$ cat src/rtl/uart_pkg.sv
// Shared constants and state encoding for the UART time reporter slice.
package uart_pkg;

  localparam logic [7:0] ASCII_ZERO  = 8'h30;
  localparam logic [7:0] ASCII_CR    = 8'h0D;
  localparam logic [7:0] ASCII_LF    = 8'h0A;
  localparam logic [7:0] ASCII_COLON = 8'h3A;
  localparam logic [7:0] ASCII_DOT   = 8'h2E;

  localparam int unsigned FRAME_LEN = 7;

  typedef enum logic [1:0] {
    ST_IDLE,
    ST_LATCH,
    ST_SEND,
    ST_WAIT
  } state_t;

  function automatic logic [7:0] ascii_digit(input logic [3:0] nibble);
    return ASCII_ZERO + {4'h0, nibble};
  endfunction

endpackage

$ cat src/rtl/uart_time_reporter_if.sv
// Byte-stream handshake between the time reporter and the UART transmitter.
interface uart_time_reporter_if;
  logic       tx_start;
  logic [7:0] tx_data;
  logic       tx_done;

  modport master (output tx_start, output tx_data, input tx_done);
  modport slave  (input tx_start, input tx_data, output tx_done);
endinterface

$ cat src/rtl/uart_time_reporter_bin2bcd_99.sv
// Combinational 0..99 binary to two BCD digits; inputs above 99 clamp to 99.
module bin2bcd_99 (
  input  logic [6:0] bin,
  output logic [3:0] tens,
  output logic [3:0] units,
  output logic       clamped
);

  logic [6:0] rem;

  always_comb begin
    clamped = (bin > 7'd99);
    rem     = clamped ? 7'd99 : bin;
    tens    = '0;
    // Nine conditional subtractions cover the whole 0..99 range without a divider.
    for (int unsigned i = 0; i < 9; i++) begin
      if (rem >= 7'd10) begin
        rem  = rem - 7'd10;
        tens = tens + 4'd1;
      end
    end
    units = rem[3:0];
  end

endmodule

$ cat src/rtl/uart_time_reporter.sv
// Formats digit_h/digit_l as "HH:LL\r\n" and streams it byte-by-byte to the UART.
module uart_time_reporter
  import uart_pkg::*;
#(
  parameter bit         AUTO_SEND = 1'b1,
  parameter logic [7:0] SEP_DOT   = ASCII_DOT,
  parameter logic [7:0] SEP_NODOT = ASCII_COLON
) (
  input  logic                        clk,
  input  logic                        reset,
  input  logic                        send_req,
  input  logic [6:0]                  digit_h,
  input  logic [6:0]                  digit_l,
  input  logic                        dot,
  uart_time_reporter_if.master        tx,
  output logic                        busy,
  output logic                        sat
);

  state_t     state, state_nxt;
  logic [2:0] idx;
  logic       pending;
  logic [6:0] last_l;
  logic [3:0] h_tens_q, h_units_q, l_tens_q, l_units_q;
  logic [7:0] sep_q;

  logic [3:0] h_tens, h_units, l_tens, l_units;
  logic       h_clamp, l_clamp;
  logic       new_req, trig, last_byte;
  logic [7:0] frame_byte;

  bin2bcd_99 u_conv_h (.bin(digit_h), .tens(h_tens), .units(h_units), .clamped(h_clamp));
  bin2bcd_99 u_conv_l (.bin(digit_l), .tens(l_tens), .units(l_units), .clamped(l_clamp));

  assign new_req   = send_req | (AUTO_SEND && (digit_l != last_l));
  assign trig      = new_req | pending;
  assign last_byte = (idx == 3'(FRAME_LEN - 1));

  always_ff @(posedge clk or posedge reset) begin
    if (reset) state <= ST_IDLE;
    else       state <= state_nxt;
  end

  always_comb begin
    state_nxt = state;
    case (state)
      ST_IDLE:  if (trig) state_nxt = ST_LATCH;
      ST_LATCH: state_nxt = ST_SEND;
      ST_SEND:  state_nxt = ST_WAIT;
      ST_WAIT:  if (tx.tx_done) state_nxt = last_byte ? ST_IDLE : ST_SEND;
      default:  state_nxt = ST_IDLE;
    endcase
  end

  always_comb begin
    frame_byte = ASCII_LF;
    case (idx)
      3'd0:    frame_byte = ascii_digit(h_tens_q);
      3'd1:    frame_byte = ascii_digit(h_units_q);
      3'd2:    frame_byte = sep_q;
      3'd3:    frame_byte = ascii_digit(l_tens_q);
      3'd4:    frame_byte = ascii_digit(l_units_q);
      3'd5:    frame_byte = ASCII_CR;
      default: frame_byte = ASCII_LF;
    endcase
  end

  always_comb begin
    tx.tx_start = (state == ST_SEND);
    tx.tx_data  = '0;
    if (state == ST_SEND || state == ST_WAIT) tx.tx_data = frame_byte;
    busy = (state != ST_IDLE);
  end

  always_ff @(posedge clk or posedge reset) begin
    if (reset) begin
      idx       <= '0;
      pending   <= 1'b0;
      last_l    <= '0;
      h_tens_q  <= '0;
      h_units_q <= '0;
      l_tens_q  <= '0;
      l_units_q <= '0;
      sep_q     <= '0;
      sat       <= 1'b0;
    end else begin
      pending <= (state == ST_IDLE) ? 1'b0 : (pending | new_req);
      case (state)
        // last_l also follows the triggering value, so a further change seen
        // during LATCH counts as a new request rather than the original one.
        ST_IDLE: if (trig) last_l <= digit_l;
        ST_LATCH: begin
          last_l    <= digit_l;
          h_tens_q  <= h_tens;
          h_units_q <= h_units;
          l_tens_q  <= l_tens;
          l_units_q <= l_units;
          sep_q     <= dot ? SEP_DOT : SEP_NODOT;
          sat       <= h_clamp | l_clamp;
          idx       <= '0;
        end
        ST_WAIT: if (tx.tx_done) idx <= last_byte ? '0 : idx + 3'd1;
        default: ;
      endcase
    end
  end

endmodule

$ cat src/flat_wrapper.sv
// flat-port wrapper written by rule: the top's interface ports become plain ports
module uart_time_reporter_flat import uart_pkg::*;
#(
  parameter bit         AUTO_SEND = 1'b1,
  parameter logic [7:0] SEP_DOT   = ASCII_DOT,
  parameter logic [7:0] SEP_NODOT = ASCII_COLON
)
  (clk, reset, send_req, digit_h, digit_l, dot, busy, sat, tx_tx_start, tx_tx_data, tx_tx_done);
  uart_time_reporter_if tx_i ();
  input  logic clk;
  input  logic reset;
  input  logic send_req;
  input  logic [6:0] digit_h;
  input  logic [6:0] digit_l;
  input  logic dot;
  output logic busy;
  output logic sat;
  output wire logic [$bits(tx_i.tx_start)-1:0] tx_tx_start;
  output wire logic [$bits(tx_i.tx_data)-1:0] tx_tx_data;
  input wire logic [$bits(tx_i.tx_done)-1:0] tx_tx_done;
  assign tx_tx_start = tx_i.tx_start;
  assign tx_tx_data = tx_i.tx_data;
  assign tx_i.tx_done = tx_tx_done;
  uart_time_reporter #(.AUTO_SEND(AUTO_SEND), .SEP_DOT(SEP_DOT), .SEP_NODOT(SEP_NODOT)) u_core (.clk(clk), .reset(reset), .send_req(send_req), .digit_h(digit_h), .digit_l(digit_l), .dot(dot), .tx(tx_i), .busy(busy), .sat(sat));
endmodule
$ cat config.mk
export PLATFORM = sky130hd
export DESIGN_NAME = uart_time_reporter_flat
export DESIGN_NICKNAME = d
export VERILOG_FILES = /design/src/rtl/uart_pkg.sv /design/src/rtl/uart_time_reporter_if.sv /design/src/rtl/uart_time_reporter_bin2bcd_99.sv /design/src/rtl/uart_time_reporter.sv /design/src/flat_wrapper.sv
export SDC_FILE = /design/constraint.sdc
export NUM_CORES = 1
export LEC_CHECK = 0
export ABC_AREA = 1
export ABC_CLOCK_PERIOD_IN_PS = 2200
export CORE_ASPECT_RATIO = 0.75
export CORE_MARGIN = 2
export CORE_UTILIZATION = 25
export CTS_CLUSTER_SIZE = 16
export DETAILED_ROUTE_END_ITERATION = 16
export GPL_ROUTABILITY_DRIVEN = 0
export SKIP_LAST_GASP = 1
export SLEW_MARGIN = 20
export SYNTH_ARGS = -nofsm -noshare
export SYNTH_HDL_FRONTEND = slang
export SYNTH_SLANG_ARGS = --single-unit
$ cat constraint.sdc
create_clock -name clk -period 2.2 [get_ports clk]
set_clock_uncertainty 0.05 [all_clocks]
set_input_delay 0.44 -clock clk [delete_from_list [all_inputs] [get_ports clk]]
set_output_delay 0.44 -clock clk [all_outputs]
set_load 0.01 [all_outputs]
=== After elaboration in Yosys (flattened, before gate mapping) ===
Cells that the tools add are included.

* $add $sub $neg: 39
* $mul: 0
* Div/mod/pow operators: 0
* $lt $le $gt $ge: 20
* Eq/ne operators: 12
* Shifts and indexed selects: 0
* Mux-type cells: 51
* Bitwise gates (word level): 3
* Reductions and logical operators: 9

{| class="wikitable"
|+ Operators with widths
! kind !! number
|-
| $mux W7 || 19
|-
| $ge A7 B4 Y1 const B || 18
|-
| $sub A7 B4 Y7 const B || 16
|-
| $mux W4 || 18
|-
| $add A4 B1 Y4 const B || 16
|-
| $pmux W8 S6 || 1
|-
| $add A6 B4 Y7 const A || 4
|-
| $gt A7 B7 Y1 const B || 2
|-
| $pmux W7 S2 || 1
|-
| $eq A3 B3 Y1 const B || 3
|-
| $mux W8 || 1
|-
| $pmux W2 S4 || 1
|-
| $sub A4 B4 Y4 const B || 2
|-
| $ne A7 B7 Y1 || 1
|-
| $eq A3 B2 Y1 const B || 2
|-
| $mux W2 || 3
|-
| $mux W3 || 2
|-
| $pmux W3 S2 || 1
|-
| $reduce_and A2 Y1 || 3
|-
| $reduce_bool A2 Y1 || 3
|-
| $mux W5 || 1
|-
| $eq A2 B2 Y1 const B || 2
|-
| $add A3 B1 Y3 const B || 1
|-
| $eq A3 B1 Y1 const B || 1
|-
| other kinds (8) || 12
|}

* Register bits: 38
* Bits in latches: 0
* Memory bits (writable): 0
* ROM bits: 0
* Word-level logic and storage cells: 144
* Memories kept: 0

=== Longest topological paths before layout ===
* Depth after elaboration: 20
* Mapped depth: 81
* Gate-level depth less buffers: 80

=== Modules after synthesis ===
Synthesis repeated with hierarchy kept, for this count alone.

* Cells, all modules: 1141
* Area, all modules: 6771.5 sq um

{| class="wikitable"
|+ Modules (own cells, without submodules)
! module !! times used !! cells an instance !! area each (sq um) !! sequential area each (sq um)
|-
| bin2bcd_99 || 2 || 451 || 2504.9 || 0.0
|-
| uart_time_reporter || 1 || 239 || 1761.7 || 825.8
|}

=== Worst setup path after synthesis ===
No wires, ideal clock.

* Path kind: input -> register
* Start: input port digit_h[3]
* End: register u_core.h_tens_q[3]
* Arrival: 7832 ps
* Setup slack: -5799 ps
* Stages on the path: 78
* Path buffers: 1
* Path through: nor2_1 > nand2_1 > nand2_2 > inv_2 > nor2_1 > ha_1 > inv_1 > nand3_1 > nand3b_4 > nand2_1 > nand2_2 > ha_1 > nand2_1 > nand2_1 > nand3_2 > nand3_4 > nand2_1 > nand2_2 > [... 42 more ...] > ha_1 > nand2_1 > nor2_1 > nand2_1 > nand3_1 > nor2_2 > nand2_1 > nand2_2 > inv_1 > ha_1 > inv_1 > nand3_1 > nand2_1 > inv_2 > nand2_4 > nand3_1 > nand3_1 > nand2_1

* Word-level cells in the longest chain between the ends: 20

{| class="wikitable"
|+ RTL lines
! what !! RTL line !! text
|-
| from (decl) || flat_wrapper.sv:13 || <nowiki>input logic [6:0] digit_h;</nowiki>
|-
| $gt A7 B7 Y1 || uart_time_reporter_bin2bcd_99.sv:12 || <nowiki>clamped = (bin > 7'd99);</nowiki>
|-
| $mux W7 * || uart_time_reporter_bin2bcd_99.sv:13 || <nowiki>rem = clamped ? 7'd99 : bin;</nowiki>
|-
| $sub A7 B4 Y7 / $ge A7 B4 Y1 (equally long branches) || uart_time_reporter_bin2bcd_99.sv:18, uart_time_reporter_bin2bcd_99.sv:17 ||
|-
| $mux W7 / $mux W1 (equally long branches) || uart_time_reporter_bin2bcd_99.sv:17 || <nowiki>if (rem >= 7'd10) begin</nowiki>
|-
| $sub A7 B4 Y7, or another cell as far along || uart_time_reporter_bin2bcd_99.sv:18 || <nowiki>rem = rem - 7'd10;</nowiki>
|-
| $mux W7 / $mux W4 (equally long branches) || uart_time_reporter_bin2bcd_99.sv:17 ||
|-
| $sub A7 B4 Y7, or another cell as far along || uart_time_reporter_bin2bcd_99.sv:18 ||
|-
| $mux W7 / $mux W4 (equally long branches) || uart_time_reporter_bin2bcd_99.sv:17 ||
|-
| [... 4 more ...] || - ||
|-
| $sub A7 B4 Y7, or another cell as far along || uart_time_reporter_bin2bcd_99.sv:18 ||
|-
| $mux W7 / $mux W4 (equally long branches) || uart_time_reporter_bin2bcd_99.sv:17 ||
|-
| $sub A7 B4 Y7, or another cell as far along || uart_time_reporter_bin2bcd_99.sv:18 ||
|-
| $mux W7 / $mux W4 (equally long branches) || uart_time_reporter_bin2bcd_99.sv:17 ||
|-
| $sub A7 B4 Y7, or another cell as far along || uart_time_reporter_bin2bcd_99.sv:18 ||
|-
| $mux W7 / $mux W4 (equally long branches) || uart_time_reporter_bin2bcd_99.sv:17 ||
|-
| $ge A7 B4 Y1 / $add A4 B1 Y4 (equally long branches) || uart_time_reporter_bin2bcd_99.sv:17, uart_time_reporter_bin2bcd_99.sv:19 ||
|-
| $mux W4 * || uart_time_reporter_bin2bcd_99.sv:17 ||
|-
| to (signal assigned) || uart_time_reporter.sv:94 || <nowiki>h_tens_q <= h_tens;</nowiki>
|-
| to (decl) || uart_time_reporter.sv:24 || <nowiki>logic [3:0] h_tens_q, h_units_q, l_tens_q, l_units_q;</nowiki>
|}

Mark *: on every way between the ends. The rest lies on a longest branch, timed or not.
A chain may end at the register's enable or synchronous reset.

=== Worst setup path after layout ===
* Start: input port digit_l[2]
* End: register u_core.l_tens_q[3]

* Word-level cells in the longest chain between the ends: 20

{| class="wikitable"
|+ RTL lines
! what !! RTL line !! text
|-
| from (decl) || flat_wrapper.sv:14 || <nowiki>input logic [6:0] digit_l;</nowiki>
|-
| $gt A7 B7 Y1 || uart_time_reporter_bin2bcd_99.sv:12 ||
|-
| $mux W7 * || uart_time_reporter_bin2bcd_99.sv:13 ||
|-
| $sub A7 B4 Y7 / $ge A7 B4 Y1 (equally long branches) || uart_time_reporter_bin2bcd_99.sv:18, uart_time_reporter_bin2bcd_99.sv:17 ||
|-
| $mux W7 / $mux W1 (equally long branches) || uart_time_reporter_bin2bcd_99.sv:17 ||
|-
| $sub A7 B4 Y7, or another cell as far along || uart_time_reporter_bin2bcd_99.sv:18 ||
|-
| $mux W7 / $mux W4 (equally long branches) || uart_time_reporter_bin2bcd_99.sv:17 ||
|-
| $sub A7 B4 Y7, or another cell as far along || uart_time_reporter_bin2bcd_99.sv:18 ||
|-
| $mux W7 / $mux W4 (equally long branches) || uart_time_reporter_bin2bcd_99.sv:17 ||
|-
| [... 4 more ...] || - ||
|-
| $sub A7 B4 Y7, or another cell as far along || uart_time_reporter_bin2bcd_99.sv:18 ||
|-
| $mux W7 / $mux W4 (equally long branches) || uart_time_reporter_bin2bcd_99.sv:17 ||
|-
| $sub A7 B4 Y7, or another cell as far along || uart_time_reporter_bin2bcd_99.sv:18 ||
|-
| $mux W7 / $mux W4 (equally long branches) || uart_time_reporter_bin2bcd_99.sv:17 ||
|-
| $sub A7 B4 Y7, or another cell as far along || uart_time_reporter_bin2bcd_99.sv:18 ||
|-
| $mux W7 / $mux W4 (equally long branches) || uart_time_reporter_bin2bcd_99.sv:17 ||
|-
| $ge A7 B4 Y1 / $add A4 B1 Y4 (equally long branches) || uart_time_reporter_bin2bcd_99.sv:17, uart_time_reporter_bin2bcd_99.sv:19 ||
|-
| $mux W4 * || uart_time_reporter_bin2bcd_99.sv:17 ||
|-
| to (signal assigned) || uart_time_reporter.sv:96 || <nowiki>l_tens_q <= l_tens;</nowiki>
|-
| to (decl) || uart_time_reporter.sv:24 ||
|}

Marked as above.

==> summary.txt <==
Synth
  • Mean area per synthesized cell: 6.05 um2
  • Share of synthesized registers carrying an async set or reset: 100%
  • Commonest register cell after synthesis: sky130_fd_sc_hd__dfrtp_1
  • Sequential cell area fraction in the yosys report: 13.1%
  • Most area-hungry cell type in the Yosys netlist: sky130_fd_sc_hd__nand2_1
  • Most instantiated library cell after synthesis: sky130_fd_sc_hd__nand2_1
  • Count of warnings emitted by yosys: 0
  • Ranking of synthesized cells by area: sky130_fd_sc_hd__nand2_1 (19%), sky130_fd_sc_hd__dfrtp_1 (13%), sky130_fd_sc_hd__inv_1 (9.1%)
  • Leading cell types by count after synthesis: sky130_fd_sc_hd__nand2_1 (324), sky130_fd_sc_hd__inv_1 (152), sky130_fd_sc_hd__nand3_1 (104), sky130_fd_sc_hd__nand2_2 (71), sky130_fd_sc_hd__nor2_1 (61)
  • Flop and latch count out of synthesis: 33
  • Number of distinct library cells after synthesis: 55
  • Synthesized instance count: 1039
  • Number of enable-type register cells in the synthesized netlist: 0
  • Synthesized cell area: 6280 um2
  • Share of the synthesized area in the top cell type: 19.4%

CTS
  • H-tree levels: 2
  • Sink Count: 33
  • TritonCTS buffer count: 5
  • Clk_lat worst skew: 0.28 ns
  • Clk pin slew, worst setup/hold paths: 0.05 ns
  • CTS tree: done
  • Largest buffer count on any clock path: 2
  • Clock tree root driver cell: sky130_fd_sc_hd__clkbuf_16

STA
  • Slew Viols, Final: 0
  • RSZ-0062 raised after global routing: true
  • Highest clock rate: 145 MHz
  • Accumulated negative setup slack: -65.17 ns
  • Final worst path period need: 6.90 ns
  • Final period utilization: 314%
  • Final hold violation count: 0
  • Final worst slack: -4.70 ns
  • Hold WS: 0.437 ns
  • Endpoints failing setup: 15

Setup path
  • Crit path max fanout: 7
  • CP max-delay cell: sky130_fd_sc_hd__a21oi_4
  • CP startpoint kind: primary input
  • Arrival time of the worst setup path: 7.02 ns
  • Critical Path Max Stage Delay: 0.19 ns
  • Required @ worst endpoint: 2.32 ns
  • Reg-to-reg startpoint: u_core.last_l[6]
  • Count of cell instances traversed by the critical path: 74
  • Cell occurring most often along the worst timing path: sky130_fd_sc_hd__nand2_2
  • Worst r2r dst: u_core.last_l[6]
  • Startpoint of the most critical setup path: digit_l[2]
  • Reg-to-reg setup timing slack: 0.30 ns
  • Worst R2R Path Depth: 8
  • Type of the worst setup path: primary input to flip-flop
  • Crit path to: u_core.l_tens_q[3]
  • Cell family with the largest share of critical-path delay: simple AND/OR/NAND/NOR gates
  • Buffers and inverters on the worst path: 13
  • Critical Path Sink Type: flip-flop

Finish
  • Growth of design area from synthesis to finish: 71.2%
  • Filler cell count in the final layout: 2446
  • Diodes inserted: 0
  • Layout net count: 1474
  • Proportion of layout cells with a drive suffix above 1: 51.6%

Floorplan
  • Chip Height: 141 um
  • Core area: 24800 um2
  • Row count: 50
  • Initial cell density of the core: 25.3%
  • I/O pins: 30
  • Full die area: 26400 um2
  • Chip width: 187 um

Routing
  • Detailed Route Iter0 Violations: 288
  • DRC errors left: 0
  • Post-DR vias/cell: 4.36
  • Routed wire length: 19100 um
  • Post-route antenna net violation count: 0
  • Detailed-router iteration count before antenna repair: 5
  • Vias post-DR: 7640
  • Detailed-route wire length per cell: 10.9 um

Status
  • Outcome: complete, but fails checks
  • Failing checks: negative setup slack

Global routing
  • Wire length of the first global-routing pass: 32100 um
  • Number of antenna violations at the first check in global routing: 0
  • Vias in the first global route: 7410
  • Total congestion overflow: 0
  • Total Routing Usage GR: 14.1%
  • Maximum number of pins on one net before global-route repair: 34

Run
  • Count of maximum capacitance violations: 0

Placed design
  • Number of port buffers: 27
  • Detailed placement HPWL: 14500 um

Hold path
  • Class of the tightest hold or removal check: flip-flop to flip-flop
[final cells by class]
cell class,count,area (um2),area share [%]
clock buffers,7,143,1.33
inverters,187,731,6.80
multi-input cells,812,5730,53.3
flip-flops and latches,33,826,7.68
repair buffers,377,2900,27.0
well taps,338,423,3.93
[cell families (layout without fill, tap and decap cells)]
| group | count (synthesis) | in the layout | synth area share [%] |
|---|---|---|---|
| DFF | 33 | 33 | 13.1 |
| other | 1 | 2 | 0.0597 |
| adders and majority gates | 39 | 39 | 7.77 |
| AOI/OAI and AO/OA | 84 | 84 | 8.98 |
| buffers and inverters | 196 | 571 | 12.4 |
| and+or+nand+nor | 660 | 661 | 53.7 |
| xor gates and xnor gates | 26 | 26 | 3.96 |
[cell usage in the layout, fill, tap and decap left out, types with 3 or more instances in the layout]
master / instances
sky130_fd_sc_hd__buf_4: 339
sky130_fd_sc_hd__nand2_1: 259
sky130_fd_sc_hd__inv_1: 116
sky130_fd_sc_hd__nand2_2: 107
sky130_fd_sc_hd__nand3_1: 88
sky130_fd_sc_hd__inv_2: 59
sky130_fd_sc_hd__nand2_4: 48
sky130_fd_sc_hd__nor2_1: 41
sky130_fd_sc_hd__dfrtp_1: 33
sky130_fd_sc_hd__nand4_1: 28
sky130_fd_sc_hd__ha_4: 22
sky130_fd_sc_hd__nor2_4: 21
sky130_fd_sc_hd__nand3_2: 21
sky130_fd_sc_hd__a21oi_1: 18
sky130_fd_sc_hd__nand3_4: 17
sky130_fd_sc_hd__ha_1: 17
sky130_fd_sc_hd__o21ai_0: 16
sky130_fd_sc_hd__xor2_1: 14
sky130_fd_sc_hd__nor2_2: 13
sky130_fd_sc_hd__buf_6: 12
sky130_fd_sc_hd__buf_2: 10
sky130_fd_sc_hd__o21ai_2: 9
sky130_fd_sc_hd__xnor2_1: 9
sky130_fd_sc_hd__inv_4: 8
sky130_fd_sc_hd__o21ai_1: 8
sky130_fd_sc_hd__clkdlybuf4s50_1: 7
sky130_fd_sc_hd__nand3b_1: 5
sky130_fd_sc_hd__clkbuf_16: 5
sky130_fd_sc_hd__o21ai_4: 4
sky130_fd_sc_hd__a31oi_1: 4
sky130_fd_sc_hd__a21oi_4: 3
sky130_fd_sc_hd__o211ai_1: 3
sky130_fd_sc_hd__nand2_8: 3
sky130_fd_sc_hd__a41oi_2: 3
[flip-flops by register name, summed over array words and instances, names as in the netlist]
signal	cells
u_core.h_units_q	4
u_core.sep_q	3
u_core.idx	3
u_core.h_tens_q	4
u_core.last_l	7
u_core.sat	1
u_core.pending	1
u_core.l_tens_q	4
u_core.l_units_q	4
u_core.state	2
[metal layers]
metal	vias up	global-route usage, %	part of all wire, %
met5	-	0	0
met4	0	2.38	0.84
met3	12	1.34	2.0
met2	68	24.8	47
met1	3496	18.9	50
li1	4064	-	-
[tightest hold or removal path: cells and delay by family (launching register included)]
kind | cells | cell delay, ns
simple gates | 2 | 0.11
flops | 1 | 0.34
[worst min-delay path by stage]
| stage | from | to | slack (ns) | depth (start not counted) |
|---|---|---|---|---|
| 3_3_place_gp | u_core.sep_q[3] | u_core.sep_q[3] | 0.41 | 1 |
| 6_report | u_core.l_units_q[1] | u_core.l_units_q[1] | 0.44 | 2 |
| 5_1_grt | u_core.l_units_q[1] | u_core.l_units_q[1] | 0.46 | 2 |
| 3_5_place_dp | u_core.sep_q[3] | u_core.sep_q[3] | 0.42 | 1 |
| 2_1_floorplan | u_core.sep_q[3] | u_core.sep_q[3] | 0.39 | 1 |
| 4_1_cts | u_core.sep_q[3] | u_core.sep_q[3] | 0.43 | 1 |
[stage by stage]
step           setup WS [ns]  cell area [um2]  util (%)  std cells
3_3_place_gp           -5.55             9410      37.9       1668
5_1_grt                -5.32            10800      43.3       1754
2_1_floorplan          -5.16             6730         -       1040
3_5_place_dp           -5.68             9410      37.9       1668
4_1_cts                -4.74            10200      40.9       1727
6_report               -4.70            10800      43.3       1754
[repair_timing]
action	4_1_cts	5_1_grt
resized for setup	134	113
gates cloned	1	1
buffers inserted	51	27
pin swaps	107	104
hold buffers	0	0
hold endpoints to repair	0	0
endpoints found under the setup margin	29	28
Power is left out: the tool's default activity adds up to more than one toggle a clock period on the data nets, which glitch-free logic cannot reach.
